### src/rtl/traffic_phase_scheduler.sv
// Phase sequencer for a main/side intersection with a pedestrian crossing over the main road.
// Timing is counted in external enable ticks. Lamps and the walk lamp are registered one cycle after the state.
module traffic_phase_scheduler #(
    parameter int T_GREEN_MIN = 50,
    parameter int T_GREEN_MAX = 150,
    parameter int T_SIDE_G    = 60,
    parameter int T_YELLOW    = 30,
    parameter int T_ALLRED    = 10,
    parameter int T_WALK      = 40,
    parameter int T_BLINK     = 5,
    parameter int CNT_W       = 8
) (
    input  logic       clk,
    input  logic       rst,
    input  logic       tick,
    input  logic       enable,
    input  logic       req_side,
    input  logic       req_ped,
    input  logic       night_mode,
    output logic [2:0] main_light,
    output logic [2:0] side_light,
    output logic       ped_walk,
    output logic [2:0] phase,
    output logic [1:0] pending
);

    typedef enum logic [2:0] {
        MAIN_G  = 3'd0,
        MAIN_Y  = 3'd1,
        ALLRED1 = 3'd2,
        SIDE_G  = 3'd3,
        SIDE_Y  = 3'd4,
        ALLRED2 = 3'd5,
        FLASH   = 3'd6
    } state_e;

    localparam logic [CNT_W-1:0] GMIN_L  = CNT_W'(T_GREEN_MIN - 1);
    localparam logic [CNT_W-1:0] GMAX_L  = CNT_W'(T_GREEN_MAX - 1);
    localparam logic [CNT_W-1:0] SIDEG_L = CNT_W'(T_SIDE_G - 1);
    localparam logic [CNT_W-1:0] YEL_L   = CNT_W'(T_YELLOW - 1);
    localparam logic [CNT_W-1:0] AR_L    = CNT_W'(T_ALLRED - 1);
    localparam logic [CNT_W-1:0] BLINK_L = CNT_W'(T_BLINK - 1);
    localparam logic [CNT_W-1:0] WALK_L  = CNT_W'(T_WALK);

    localparam logic [2:0] LAMP_R = 3'b100;
    localparam logic [2:0] LAMP_Y = 3'b010;
    localparam logic [2:0] LAMP_G = 3'b001;

    state_e           state_q, state_d;
    logic [CNT_W-1:0] elapsed_q, elapsed_d;
    logic             blink_q, blink_d;
    logic             side_pend_q, side_pend_d;
    logic             ped_pend_q, ped_pend_d;
    logic             walk_flag_q, walk_flag_d;
    logic [2:0]       main_light_q, main_light_d;
    logic [2:0]       side_light_q, side_light_d;
    logic             ped_walk_q, ped_walk_d;
    logic             adv;
    logic             restart;
    logic             side_start;
    logic             any_pend;

    assign adv        = tick && enable;
    assign any_pend   = side_pend_q || ped_pend_q;
    assign side_start = adv && (state_q == ALLRED1) && (elapsed_q == AR_L) && !night_mode;

    // Next-state, elapsed counter and blink; FLASH restarts the counter each half-period without leaving the state.
    always_comb begin
        state_d   = state_q;
        elapsed_d = elapsed_q;
        blink_d   = blink_q;
        restart   = 1'b0;
        if (adv) begin
            case (state_q)
                MAIN_G: begin
                    if (night_mode ||
                        ((elapsed_q >= GMIN_L) && any_pend) ||
                        ((elapsed_q >= GMAX_L) && any_pend))
                        state_d = MAIN_Y;
                end
                MAIN_Y:  if (elapsed_q == YEL_L)   state_d = ALLRED1;
                ALLRED1: if (elapsed_q == AR_L)    state_d = night_mode ? FLASH : SIDE_G;
                SIDE_G:  if (elapsed_q == SIDEG_L) state_d = SIDE_Y;
                SIDE_Y:  if (elapsed_q == YEL_L)   state_d = ALLRED2;
                ALLRED2: if (elapsed_q == AR_L)    state_d = MAIN_G;
                FLASH: begin
                    if (!night_mode) begin
                        state_d = ALLRED2;
                        blink_d = 1'b0;
                    end else if (elapsed_q == BLINK_L) begin
                        blink_d = ~blink_q;
                        restart = 1'b1;
                    end
                end
                default: state_d = ALLRED2;
            endcase
            if ((state_d != state_q) || restart)
                elapsed_d = '0;
            else if (elapsed_q != '1)
                elapsed_d = elapsed_q + 1'b1;
        end
    end

    // Request latches keep capturing while frozen; the side-green start clears them and wins over a new request.
    always_comb begin
        side_pend_d = side_pend_q;
        ped_pend_d  = ped_pend_q;
        walk_flag_d = walk_flag_q;
        if (side_start) begin
            side_pend_d = 1'b0;
            ped_pend_d  = 1'b0;
            walk_flag_d = ped_pend_q || req_ped;
        end else if (state_q != SIDE_G) begin
            if (req_side) side_pend_d = 1'b1;
            if (req_ped)  ped_pend_d  = 1'b1;
        end
    end

    always_comb begin
        main_light_d = LAMP_R;
        side_light_d = LAMP_R;
        case (state_q)
            MAIN_G: main_light_d = LAMP_G;
            MAIN_Y: main_light_d = LAMP_Y;
            SIDE_G: side_light_d = LAMP_G;
            SIDE_Y: side_light_d = LAMP_Y;
            FLASH: begin
                main_light_d = {1'b0, blink_q, 1'b0};
                side_light_d = {1'b0, blink_q, 1'b0};
            end
            default: ;
        endcase
        ped_walk_d = walk_flag_q && (state_q == SIDE_G) && (elapsed_q < WALK_L);
    end

    always_ff @(posedge clk or posedge rst) begin
        if (rst) begin
            state_q      <= ALLRED2;
            elapsed_q    <= '0;
            blink_q      <= 1'b0;
            side_pend_q  <= 1'b0;
            ped_pend_q   <= 1'b0;
            walk_flag_q  <= 1'b0;
            main_light_q <= LAMP_R;
            side_light_q <= LAMP_R;
            ped_walk_q   <= 1'b0;
        end else begin
            state_q      <= state_d;
            elapsed_q    <= elapsed_d;
            blink_q      <= blink_d;
            side_pend_q  <= side_pend_d;
            ped_pend_q   <= ped_pend_d;
            walk_flag_q  <= walk_flag_d;
            main_light_q <= main_light_d;
            side_light_q <= side_light_d;
            ped_walk_q   <= ped_walk_d;
        end
    end

    assign main_light = main_light_q;
    assign side_light = side_light_q;
    assign ped_walk   = ped_walk_q;
    assign phase      = state_q;
    assign pending    = {ped_pend_q, side_pend_q};

endmodule

### config.mk
export PLATFORM = sky130hd
export DESIGN_NAME = traffic_phase_scheduler
export DESIGN_NICKNAME = d
export VERILOG_FILES = /design/src/rtl/traffic_phase_scheduler.sv
export SDC_FILE = /design/constraint.sdc
export NUM_CORES = 1
export LEC_CHECK = 0
export CORE_MARGIN = 1
export CORE_UTILIZATION = 53
export DETAILED_ROUTE_END_ITERATION = 16
export GPL_ROUTABILITY_DRIVEN = 0
export PLACE_DENSITY = 0.78
export SKIP_LAST_GASP = 1
export SYNTH_ARGS = -nofsm -noshare
export SYNTH_HDL_FRONTEND = slang
export SYNTH_SLANG_ARGS = --single-unit
export TNS_END_PERCENT = 30
### constraint.sdc
create_clock -name clk -period 2.3 [get_ports clk]
set_input_delay 0.46 -clock clk [delete_from_list [all_inputs] [get_ports clk]]
set_output_delay 0.46 -clock clk [all_outputs]
set_load 0.02 [all_outputs]
==> key figures <==
Pwr
  – Clk pwr share: 0.213
  – Maximum vdd drop: 0.488 mV
  – PwrDens: 647 nW/um2
  – Cell internal pwr: roughly 0.00067 W
  – Comb power frac: 0.306
  – Net Sw Power: 0.000358 W
  – Sw Share: 0.349
  – Leak: ~0.69 nW
  – Seq pwr share: 0.481

Clocking
  – Worst-case clock buffer depth: 2
  – Total CTS buffers: 3
  – Setup bufs post-CTS: 0
  – CTS Sinks: 22
  – CTS tree: yes
  – Worst skew pair latency: 310 ps
  – Worst-path clk slew: roughly 120 ps
  – Root buf cell: clkbuf_4
  – H-tree depth: 1

Setup path
  – Crit. End Element: output pin
  – Top delay family on crit path: flip-flops
  – Worst Path Arrival: 1740 ps
  – Slowest-stage cell, CP: dfstp_2
  – Reg-to-reg endpoint: elapsed_q[2]
  – Crit path kind: flop to output pin
  – Critical path peak fanout: 18
  – Worst r2r src: elapsed_q[0]
  – Critical Path RT: 1840 ps
  – WP buf/inv: 1
  – R2R Setup Slk: 230 ps
  – CP Cell Sequence: clkdlybuf4s50_1
  – Critical Path Source Type: flop
  – Cells on worst reg2reg path: 7
  – Critical path's largest stage delay: 750 ps

Floorplan
  – Initial Utilization: 0.584
  – Die width: 52.3 um
  – FP Rows: 17
  – Die Ht: approximately 52 um
  – Core ar.: 2300 um2
  – Ports: 19
  – Die footprint: approximately 2700 um2

Global routing
  – First-pass GRT wire length: 4950 um
  – GRT Total Usage: 0.248
  – Pin count of the biggest net entering global routing: 23
  – Number of global-route vias before repair: 1075
  – Initial antenna violation count: 0
  – Remaining Overflow, GRT: 0

Synthesis
  – Total nets after synthesis: 153
  – Post-synthesis compound-gate area fraction: 0.261
  – Post-Syn Area per Cell: 9.39 um2
  – Post-Synth Adder-Cell Area: 0.0280
  – Post-synthesis sequential area ratio: 0.414
  – Largest family of logic cells by synthesized area: compound AO/OA/AOI/OAI gates
  – Area contributors post-synth: dfrtp_1 34%, dfstp_2 7.8%, a21oi_1 4.5%
  – Async SR Flop Fraction: 1.00
  – Synthesized area: 1340 um2
  – Seq cells post-synth: 22
  – Synth Area in Simple Gates: 0.212
  – Top-count cell post-synth: dfrtp_1
  – Number of synthesized flops with an enable pin: 0
  – Post-synth top area cell: dfrtp_1
  – Yosys top cell area share: 0.336
  – Post-synth top cells: 18 x dfrtp_1, 13 x inv_1, 13 x nor2_1
  – Ys flop type: dfrtp_1
  – Multiplexer share of the synthesized area: 0.0149
  – Post-Synth XOR/XNOR Area: 0
  – Gate Count Post-Synth: 143
  – Yosys warnings: 0
  – Post-synth cell types: 43

STA
  – Max-slew violations: 0
  – Part of the cycle the worst path needs: 0.955
  – Setup Viol. Count Final: 0
  – Clock skew: between 2 and 2.5 ps
  – Final Hold Viols: 0
  – Total Neg Setup Slack: 0 ps
  – Min Tclk post-route: ~2200 ps
  – Peak Freq: 455 MHz
  – RSZ-0062 raised after global routing: false
  – Slew HR: 0.675
  – Worst Tran Pin Value: 486 ps

Finish
  – Layout Nets: 171
  – Area grow syn2layout: 18.0%
  – # diodes: 0
  – Fin cells: 188
  – Share of cells above drive strength 1: 0.138

Detailed routing
  – Vias post-DR: 1153
  – Starting DRT DRC Count: 47
  – # DRC: 0
  – WL/cell: roughly 15 um
  – Mean number of vias per cell: ~6.1
  – DRT Pass-1 Iters: 4
  – Detailed Route WL: 2910 um
  – Detail Route Antenna Nets: 0

Placement
  – Detail Placement HPWL: 2150 um
  – Placed Cells: 184
  – I/O Buffers: 18

Run status
  – Status: completed

Worst hold path
  – Worst hold path class: input pin to async pin

Run
  – MaxCap Viol Count: 0
-- logic make-up (layout without fill, tap and decap cells) --
kind of cell | Yosys count | count (layout)
AOI/OAI and AO/OA | 44 | 44
and+or+nand+nor | 50 | 50
adders and majority gates | 3 | 3
buffers and inverters | 22 | 39
muxes | 2 | 2
DFF | 22 | 22
-- cell usage in the layout (no fill, tap or decap), drive strengths merged, types with 3 or more instances in the layout --
cell | synthesis | routed
dfrtp | 18 | 18
clkdlybuf4s50 | 0 | 18
inv | 13 | 13
nor2 | 13 | 13
a21oi | 12 | 12
nand2 | 10 | 10
nand3 | 8 | 8
a31oi | 7 | 7
nand4 | 5 | 5
o22ai | 4 | 4
dfstp | 4 | 4
buf | 7 | 4
clkbuf | 2 | 4
nor4b | 3 | 3
o21ai | 3 | 3
ha | 3 | 3
-- how the worst max path moves through the flow --
stage / startpoint / endpoint / cells after the start
after floorplan: elapsed_q[0] / elapsed_q[2] / 7
after global placement: night_mode / elapsed_q[2] / 7
after detailed placement: night_mode / elapsed_q[2] / 7
after CTS: phase[2] / phase[2] / 1
after global routing: phase[2] / phase[2] / 1
final: phase[2] / phase[2] / 1
-- power by group through the flow --
stage | sequential (W) | clock (W) | combinational (W)
finish | 0.000493 | 0.000218 | 0.000314
global route | 0.000501 | 0.000231 | 0.000351
CTS | 0.000488 | 0.000220 | 0.000310
detailed placement | 0.000496 | 0 | 0.000307
global placement | 0.000494 | 0 | 0.000300
floorplan | 0.000480 | 0 | 0.000227
-- per-layer routing --
layer	global-route usage	vias up	part of all wire
li1	-	564	-
met1	0.339	547	0.47
met2	0.382	37	0.47
met3	0.0435	5	0.050
met4	0.105	0	0.015
met5	0	-	0
-- sequential cells by signal, summed over array words and instances (netlist names) --
register and count:
blink_q 1, elapsed_q 8, main_light 3, ped_pend_q 1, ped_walk 1, phase 3, side_light 3, side_pend_q 1
walk_flag_q 1
-- area by class of cell --
class                   count  area (um2)
fillers                   184         713
multi-input cells          99         698
flip-flops and latches     22         556
repair buffers             22         210
inverters                  13        48.8
clock buffers               4        36.3
well taps                  28        35.0
-- metrics by stage --
step	util	cell area, um2	setup slack (ps)	power, W	hold WS (ps)
floorplan	-	1340	457	0.000707	446
CTS	0.687	1580	103	0.00102	477
global placement	0.671	1540	198	0.000795	522
detailed placement	0.671	1540	110	0.000804	543
finish	0.690	1580	103	0.00103	459
global route	0.690	1580	63.6	0.00108	532
-- what timing repair did --
action,4_1_cts,5_1_grt
hold buffers,0,0
setup endpoints to repair,0,1
resized for setup,0,1
-- worst min-delay path: stages --
cell and delay, ps:
clkdlybuf4s50_1 400, inv_1 50, buf_4 270
Note: power is estimated with default switching activity, not from simulation.
